`config.mk`:
```
export PLATFORM = sky130hd
export DESIGN_NAME = hash_des_sbox_ctrl_flat
export DESIGN_NICKNAME = d
export VERILOG_FILES = /design/src/rtl/hash_des_sbox_ctrl_if.sv /design/src/rtl/hash_des_sbox_ctrl.sv /design/src/flat_wrapper.sv
export SDC_FILE = /design/constraint.sdc
export NUM_CORES = 1
export LEC_CHECK = 0
export CORE_MARGIN = 2
export CORE_UTILIZATION = 40
export CTS_BUF_LIST = sky130_fd_sc_hd__clkbuf_16
export DETAILED_ROUTE_END_ITERATION = 16
export GPL_TIMING_DRIVEN = 0
export PLACE_DENSITY = 0.59
export SYNTH_ARGS = -nofsm -noshare
export SYNTH_HDL_FRONTEND = slang
export SYNTH_SLANG_ARGS = --single-unit
```
`constraint.sdc`:
```
create_clock -name clk -period 10.5 [get_ports clk]
set_input_delay 2.1 -clock clk [delete_from_list [all_inputs] [get_ports clk]]
set_output_delay 2.1 -clock clk [all_outputs]
set_load 0.005 [all_outputs]
```
`src/rtl/hash_des_sbox_ctrl_if.sv`:
```
// Byte-source, S-box and digest signals of the DES-S-box lane hash controller.
// master: the byte source / S-box side; slave: the controller itself.
interface hash_des_sbox_ctrl_if;
   logic        start;
   logic        m_valid;
   logic [7:0]  m_data;
   logic        m_last;
   logic        flush;
   logic        m_ready;
   logic [5:0]  sbox_in;
   logic [3:0]  sbox_out;
   logic [31:0] digest_out;
   logic        hash_ready;
   logic        busy;

   modport master (
      output start, m_valid, m_data, m_last, flush, sbox_out,
      input  m_ready, sbox_in, digest_out, hash_ready, busy
   );

   modport slave (
      input  start, m_valid, m_data, m_last, flush, sbox_out,
      output m_ready, sbox_in, digest_out, hash_ready, busy
   );
endinterface

```
`src/rtl/hash_des_sbox_ctrl.sv`:
```
// Sequential controller for the DES-S-box 4-bit-lane hash.
// Accepts message bytes, runs ROUNDS lane rounds per byte through one shared
// S-box, then folds the 64-bit byte count in (MSB byte first) and presents
// the 32-bit digest {H[0],...,H[7]}.
module hash_des_sbox_ctrl #(
   parameter logic [31:0] IV     = 32'h4B71DF03,
   parameter int          ROUNDS = 4
) (
   input  logic                  clk,
   input  logic                  rst,
   hash_des_sbox_ctrl_if.slave   bus
);

   localparam logic [2:0] S_IDLE       = 3'd0;
   localparam logic [2:0] S_WAIT_BYTE  = 3'd1;
   localparam logic [2:0] S_LOOKUP     = 3'd2;
   localparam logic [2:0] S_ROUND      = 3'd3;
   localparam logic [2:0] S_FIN_LOOKUP = 3'd4;
   localparam logic [2:0] S_FIN_ROUND  = 3'd5;
   localparam logic [2:0] S_DONE       = 3'd6;

   localparam logic [2:0] ROUNDS_L = 3'(ROUNDS);

   logic [2:0]  state_q,  state_d;
   logic [31:0] h_q,      h_d;
   logic [63:0] cnt_q,    cnt_d;
   logic [3:0]  s_q,      s_d;
   logic [7:0]  msg_q,    msg_d;
   logic        last_q,   last_d;
   logic [2:0]  r_q,      r_d;
   logic [2:0]  k_q,      k_d;
   logic [31:0] digest_q, digest_d;

   logic [5:0]  sbox_idx;
   logic [7:0]  cnt_byte;
   logic [31:0] round_h;
   logic [3:0]  lane_src;

   function automatic logic [3:0] rotl4(input logic [3:0] x, input int amt);
      case (amt)
         1:       rotl4 = {x[2:0], x[3]};
         2:       rotl4 = {x[1:0], x[3:2]};
         3:       rotl4 = {x[0], x[3:1]};
         default: rotl4 = x;
      endcase
   endfunction

   // S-box index: message mix in LOOKUP, count-byte mix in FIN_LOOKUP, else 0.
   always_comb begin
      // NOTE: every combinational output gets a default first so no path can
      // leave it unassigned and infer a latch.
      sbox_idx = '0;
      cnt_byte = cnt_q[{3'd7 - k_q, 3'b000} +: 8];
      case (state_q)
         S_LOOKUP:     sbox_idx = {msg_q[3] ^ msg_q[2], msg_q[1], msg_q[0],
                                   msg_q[7], msg_q[6], msg_q[5] ^ msg_q[4]};
         S_FIN_LOOKUP: sbox_idx = {cnt_byte[7] ^ cnt_byte[1], cnt_byte[3], cnt_byte[2],
                                   cnt_byte[5] ^ cnt_byte[0], cnt_byte[4], cnt_byte[6]};
         default:      sbox_idx = '0;
      endcase
   end

   // One lane round: H'[i] = rotl4(H[(i+1) mod 8] ^ S, i/2); H[0] is the top nibble.
   always_comb begin
      round_h  = '0;
      lane_src = '0;
      for (int i = 0; i < 8; i++) begin
         lane_src = h_q[28 - 4 * ((i + 1) % 8) +: 4] ^ s_q;
         round_h[28 - 4 * i +: 4] = rotl4(lane_src, i / 2);
      end
   end

   // Next-state and datapath control; start overrides everything, including a
   // same-cycle byte acceptance.
   always_comb begin
      state_d  = state_q;
      h_d      = h_q;
      cnt_d    = cnt_q;
      s_d      = s_q;
      msg_d    = msg_q;
      last_d   = last_q;
      r_d      = r_q;
      k_d      = k_q;
      digest_d = digest_q;
      if (bus.start) begin
         state_d  = S_WAIT_BYTE;
         h_d      = IV;
         cnt_d    = '0;
         r_d      = '0;
         k_d      = '0;
         digest_d = '0;
      end else begin
         case (state_q)
            S_IDLE: ;
            S_WAIT_BYTE: begin
               if (bus.m_valid) begin
                  msg_d   = bus.m_data;
                  last_d  = bus.m_last;
                  cnt_d   = cnt_q + 64'd1;
                  state_d = S_LOOKUP;
               end else if (bus.flush) begin
                  k_d     = '0;
                  state_d = S_FIN_LOOKUP;
               end
            end
            S_LOOKUP: begin
               s_d     = bus.sbox_out;
               r_d     = '0;
               state_d = S_ROUND;
            end
            S_ROUND: begin
               // Rounds run while r < ROUNDS; the cycle with r == ROUNDS only
               // hands over to the next phase.
               if (r_q < ROUNDS_L) begin
                  h_d = round_h;
                  r_d = r_q + 3'd1;
               end else if (last_q) begin
                  k_d     = '0;
                  state_d = S_FIN_LOOKUP;
               end else begin
                  state_d = S_WAIT_BYTE;
               end
            end
            S_FIN_LOOKUP: begin
               s_d     = bus.sbox_out;
               state_d = S_FIN_ROUND;
            end
            S_FIN_ROUND: begin
               h_d = round_h;
               if (k_q == 3'd7) begin
                  digest_d = round_h;
                  state_d  = S_DONE;
               end else begin
                  k_d     = k_q + 3'd1;
                  state_d = S_FIN_LOOKUP;
               end
            end
            S_DONE: ;
            default: state_d = S_IDLE;
         endcase
      end
   end

   // State and hash registers; reset discards any hash in progress.
   always_ff @(posedge clk or posedge rst) begin
      if (rst) begin
         state_q  <= S_IDLE;
         h_q      <= IV;
         cnt_q    <= '0;
         s_q      <= '0;
         msg_q    <= '0;
         last_q   <= 1'b0;
         r_q      <= '0;
         k_q      <= '0;
         digest_q <= '0;
      end else begin
         // NOTE: registers use non-blocking assignments so every flop samples
         // the pre-edge values regardless of statement order.
         state_q  <= state_d;
         h_q      <= h_d;
         cnt_q    <= cnt_d;
         s_q      <= s_d;
         msg_q    <= msg_d;
         last_q   <= last_d;
         r_q      <= r_d;
         k_q      <= k_d;
         digest_q <= digest_d;
      end
   end

   assign bus.m_ready    = (state_q == S_WAIT_BYTE);
   assign bus.sbox_in    = sbox_idx;
   assign bus.digest_out = digest_q;
   assign bus.hash_ready = (state_q == S_DONE);
   assign bus.busy       = (state_q != S_IDLE) && (state_q != S_DONE);

endmodule

```
`src/flat_wrapper.sv`:
```
// flat-port wrapper written by rule: the top's interface ports become plain ports
module hash_des_sbox_ctrl_flat 
#(
   parameter logic [31:0] IV     = 32'h4B71DF03,
   parameter int          ROUNDS = 4
)
  (clk, rst, bus_start, bus_m_valid, bus_m_data, bus_m_last, bus_flush, bus_sbox_out, bus_m_ready, bus_sbox_in, bus_digest_out, bus_hash_ready, bus_busy);
  hash_des_sbox_ctrl_if bus_i ();
  input  logic clk;
  input  logic rst;
  input wire logic [$bits(bus_i.start)-1:0] bus_start;
  input wire logic [$bits(bus_i.m_valid)-1:0] bus_m_valid;
  input wire logic [$bits(bus_i.m_data)-1:0] bus_m_data;
  input wire logic [$bits(bus_i.m_last)-1:0] bus_m_last;
  input wire logic [$bits(bus_i.flush)-1:0] bus_flush;
  input wire logic [$bits(bus_i.sbox_out)-1:0] bus_sbox_out;
  output wire logic [$bits(bus_i.m_ready)-1:0] bus_m_ready;
  output wire logic [$bits(bus_i.sbox_in)-1:0] bus_sbox_in;
  output wire logic [$bits(bus_i.digest_out)-1:0] bus_digest_out;
  output wire logic [$bits(bus_i.hash_ready)-1:0] bus_hash_ready;
  output wire logic [$bits(bus_i.busy)-1:0] bus_busy;
  assign bus_i.start = bus_start;
  assign bus_i.m_valid = bus_m_valid;
  assign bus_i.m_data = bus_m_data;
  assign bus_i.m_last = bus_m_last;
  assign bus_i.flush = bus_flush;
  assign bus_i.sbox_out = bus_sbox_out;
  assign bus_m_ready = bus_i.m_ready;
  assign bus_sbox_in = bus_i.sbox_in;
  assign bus_digest_out = bus_i.digest_out;
  assign bus_hash_ready = bus_i.hash_ready;
  assign bus_busy = bus_i.busy;
  hash_des_sbox_ctrl #(.IV(IV), .ROUNDS(ROUNDS)) u_core (.clk(clk), .rst(rst), .bus(bus_i));
endmodule
```
### Word level (Yosys, flattened, before mapping)

Index checks and enable logic that the tools add are counted.

| word-level totals | value |
|---|---|
| flip-flop bits (word level) | 150 |
| bits of input ports | 18 |
| output and inout port bits | 41 |
| word-level logic and storage cells | 91 |

| cells by class | value |
|---|---|
| add/subtract/negate cells | 4 |
| order comparisons | 1 |
| eq/ne operators | 16 |
| shifts and indexed selects | 1 |
| mux-type cells | 27 |
| bitwise logic cells | 13 |
| reduce and logical (&&, ||, !) cells | 20 |

Operator list:

| cell | number |
|---|---|
| $mux W64 | 3 |
| $mux W32 | 5 |
| $add A64 B1 Y64 const B | 1 |
| $pmux W32 S2 | 1 |
| $shiftx A64 B7 Y8 | 1 |
| $mux W3 | 13 |
| $xor A4 B4 Y4 | 8 |
| $pmux W3 S6 | 1 |
| $ne A3 B3 Y1 const B | 5 |
| $eq A3 B3 Y1 const B | 4 |
| $pmux W6 S2 | 1 |
| $reduce_and A2 Y1 | 5 |
| $pmux W3 S3 | 1 |
| $reduce_bool A3 Y1 | 3 |
| $reduce_bool A2 Y1 | 4 |
| $add A3 B1 Y3 const B | 2 |
| $eq A3 B2 Y1 const B | 2 |
| $ne A3 B2 Y1 const B | 2 |
| $pmux W3 S2 | 1 |
| $reduce_and A3 Y1 | 2 |
| $reduce_and A6 Y1 | 1 |
| $ne A4 B4 Y1 const B | 1 |
| $reduce_bool A4 Y1 | 1 |
| $reduce_or A2 Y1 | 2 |
| 9 further kinds | 12 |

### Logic depth before layout (Yosys ltp)

| depth | value |
|---|---|
| depth in word-level cells | 4 |
| depth in mapped cells | 8 |
| mapped depth without buffers | 6 |

### Worst setup path after synthesis

OpenSTA, ideal clock, no wires.

| path | value |
|---|---|
| kind | flip-flop to output port |
| start | reg u_core.k_q[0] |
| end | out bus_sbox_in[1] |
| data arrival time | 1,906 ps |
| setup slack | 6,494 ps |
| stages on the path, launching flop included | 6 |
| cell sequence | dfrtp_1 clkbuf_1 clkbuf_1 mux4_1 mux2i_1 o21ai_0 |

| between the ends | value |
|---|---|
| word-level cells in the longest chain between the ends | 3 |

RTL lines:

| item | RTL line | source |
|---|---|---|
| start: declaration | hash_des_sbox_ctrl.sv:31 | `logic [2:0] k_q, k_d;` |
| start signal: assignment | hash_des_sbox_ctrl.sv:166 | `k_q <= k_d;` |
| $sub A3 B3 Y3 | hash_des_sbox_ctrl.sv:53 | `cnt_byte = cnt_q[{3'd7 - k_q, 3'b000} +: 8];` |
| $shiftx A64 B7 Y8 | hash_des_sbox_ctrl.sv:53 |  |
| $pmux W6 S2 | hash_des_sbox_ctrl.sv:54 | `case (state_q)` |
| end: declaration | flat_wrapper.sv:18 | `output wire logic [$bits(bus_i.sbox_in)-1:0] bus_sbox_in;` |

Every way passes these cells.

### Worst setup path after layout

Ends and elaborated chain as after synthesis.

==> results.toml <==
[outcome]
status = "finished, final reports clean"

[sta]
hold_viol_final = 0
fin_tns_setup_ps = 0
final.setup.worst_slack_ps = 5180
report.final.slew_viol_count = 0
finClkSkew_ps = 9.76
max_freq_mhz = 188
rsz0062_at_grt = "no"
maxSlewHeadroom = 0.442
finalSetupViolCount = 0
finalCriticalPeriod_ps = 5320
fin_crit_sh = 0.506
worst_slew_pin_slew_ps = 831

[place]
io_buffers = 57
gp_congestion = 0.935
placed_area_um2 = 8760
dp.final_hpwl_mm = 14.4
dpl_worst_slack_ps = 5360
numPlacedInstances = 1101

[clock_network]
clockBufferDepth = 2
clkTransAtPathRegs_ps = 60
cts_buffers = 17
cts_tree = "done"
cts_num_sinks = 150
htreeDepth = 4
clk_latency_ps = 440
cts_hold_buffers = 0
cts_resized = 0
post-cts-setup-buffers = 0
clk_root_buffer_cell = "clkbuf_16"

[drt]
post-route-drc-count = 0
viasPerCell = 5.55
routed_wl_mm = 20.6
vias = 6290
ant_nets = 0
avgRoutedWirePerCell_um = 18.1
first_iter_violations = 558
drt_first_pass_iters = 5

[yosys]
yosys-top-cells-area = "dfrtp_1, dfstp_2, nor2_1, xnor2_1, xor2_1"
async_reset_ff_frac = 1.00
seq_area_frac_synth = 0.484
synthTopCellsByCount = "dfrtp_1, nor2_1, nand2_1, xnor2_1, xor2_1"
synth.avg_cell_area_um2 = 10.0
synth-edff-count = 0
ys_ff_latch = 150
synth_cell_types = 56
synthCells = 777
synth_area_leader_cell = "dfrtp_1"
syn_nets = 799
synth_ff_type = "dfrtp_1"
netlist_area_um2 = 7800
synth_warnings = 0
synth_most_common_cell = "dfrtp_1"
yosys.area.top_type_share = 0.427

[hold_path]
min_path_type = "flop to flop"

[finish]
drive_gt1_frac = 0.107
layoutNonFillerInstCount = 1133
final_cell_area_um2 = 9350
fillCellCount = 1820
seq_area_um2 = 3770
multi_input_area_um2 = 3750
synthToLayoutAreaGrowth_pct = 19.9
fin_nets = 877
antenna_cells = 0

[power]
ir_worst_vdd_mv = 0.129
p_per_area_nw_per_um2 = 196
p_leak_nw = 3.53

[floorplan]
rows = 51
ioPinCount = 59
start_util = 0.405
die_area_um2 = 20600
die_width_um = 144
core_area_um2 = 19300
die_h_um = 144

[worst_setup_path]
crit_type = "flop to output pin"
required_ps = 8400
cp_max_fo = 10
cp.arrival_ps = 3220
end_kind = "output pin"
startpoint_type = "flop"

[global_route]
grt_pass1_wl_mm = 33.9
grt_max_degree = 97
overflow = 0
grt_pass1_vias = 6116
gr-usage-all-layers = 0.212
antenna_found_initial = 0

[job]
maxCapViolCount = 0
-- worst paths after layout --
path | slack [ps] | from | endpoint | cells past startpoint
max | 5180 | u_core.k_q[0] | bus_sbox_in[1] | 6
min | 500 | u_core.h_q[5] | u_core.h_q[5] | 2
max reg2reg | 7520 | u_core.state_q[2] | u_core.cnt_q[60] | 7
min reg2reg | 500 | u_core.h_q[5] | u_core.h_q[5] | 2
max in group asynchronous | 7670 | rst | u_core.cnt_q[25] | 4
min in group asynchronous | 1900 | rst | u_core.bus.digest_out[8] | 2
-- per-layer routing --
layer	vias to the layer above	wire (µm)	global-route usage
met5	-	0	0
met4	0	240	0.0588
met3	21	900	0.0373
met2	167	9580	0.324
met1	3140	9830	0.310
li1	2962	-	-
-- registers in the layout, indices dropped and copies added (netlist names) --
signal / cells
u_core.s_q: 4
u_core.k_q: 3
u_core.bus.digest_out: 32
u_core.last_q: 1
u_core.cnt_q: 64
u_core.msg_q: 8
u_core.state_q: 3
u_core.h_q: 32
u_core.r_q: 3
-- layout by cell type, fill, tap and decap left out, drive strengths merged, types with 3 or more instances in the layout --
master,instances
a211oi,32
a21oi,33
a31oi,17
and3,7
buf,17
clkbuf,52
clkdlybuf4s50,57
clkinvlp,3
dfrtp,133
dfstp,17
ha,4
inv,20
mux2,15
mux2i,7
mux4,12
nand2,49
nand2b,3
nand3,25
nand4,32
nand4b,3
nor2,112
nor2b,4
nor3,15
nor4,11
o21ai,19
o31ai,30
or2,3
or3,13
or4,16
xnor2,46
xor2,40
-- power by group --
part / switching [W] / internal, W / total [W] / leakage (nW)
clock network: 0.000270 / 0.000356 / 0.000626 / 0.286
registers: 0.0000628 / 0.000692 / 0.000755 / 1.99
logic: 0.000269 / 0.000183 / 0.000452 / 1.25
-- cell type report --
class	count	area share
sequential	150	0.404
multi-input combinational	565	0.402
timing repair buffer	59	0.0669
clock buffer	17	0.0455
tap	265	0.0355
buffer	50	0.0237
clock inverter	15	0.0179
inverter	12	0.00535
-- kinds of logic (layout without fill, tap and decap cells) --
kind of cell / count (synthesis) / in the layout / share of synthesized area
simple gates: 304 / 304 / 0.200
flops: 150 / 150 / 0.484
compound gates: 137 / 137 / 0.113
xor+xnor: 86 / 86 / 0.0966
buf+inv: 62 / 153 / 0.0342
mux: 34 / 34 / 0.0658
fa+ha+maj: 4 / 4 / 0.00642
-- worst max-delay path: stages (launching register included) --
cell             delay (ps)
dfrtp_1                 350
clkbuf_1                300
clkbuf_1                620
mux4_1                  710
mux2i_1                 240
o21ai_0                 110
clkdlybuf4s50_1         450
-- metrics by stage --
| stage | power (W) | hold WS (ps) | utilization |
|---|---|---|---|
| after floorplan | 0.00107 | 470 | - |
| after global placement | 0.00121 | 483 | 0.451 |
| after detailed placement | 0.00122 | 489 | 0.454 |
| after CTS | 0.00184 | 504 | 0.485 |
| after global routing | 0.00193 | 519 | 0.485 |
| final | 0.00183 | 501 | 0.485 |
Note: power is estimated with default switching activity, not from simulation.
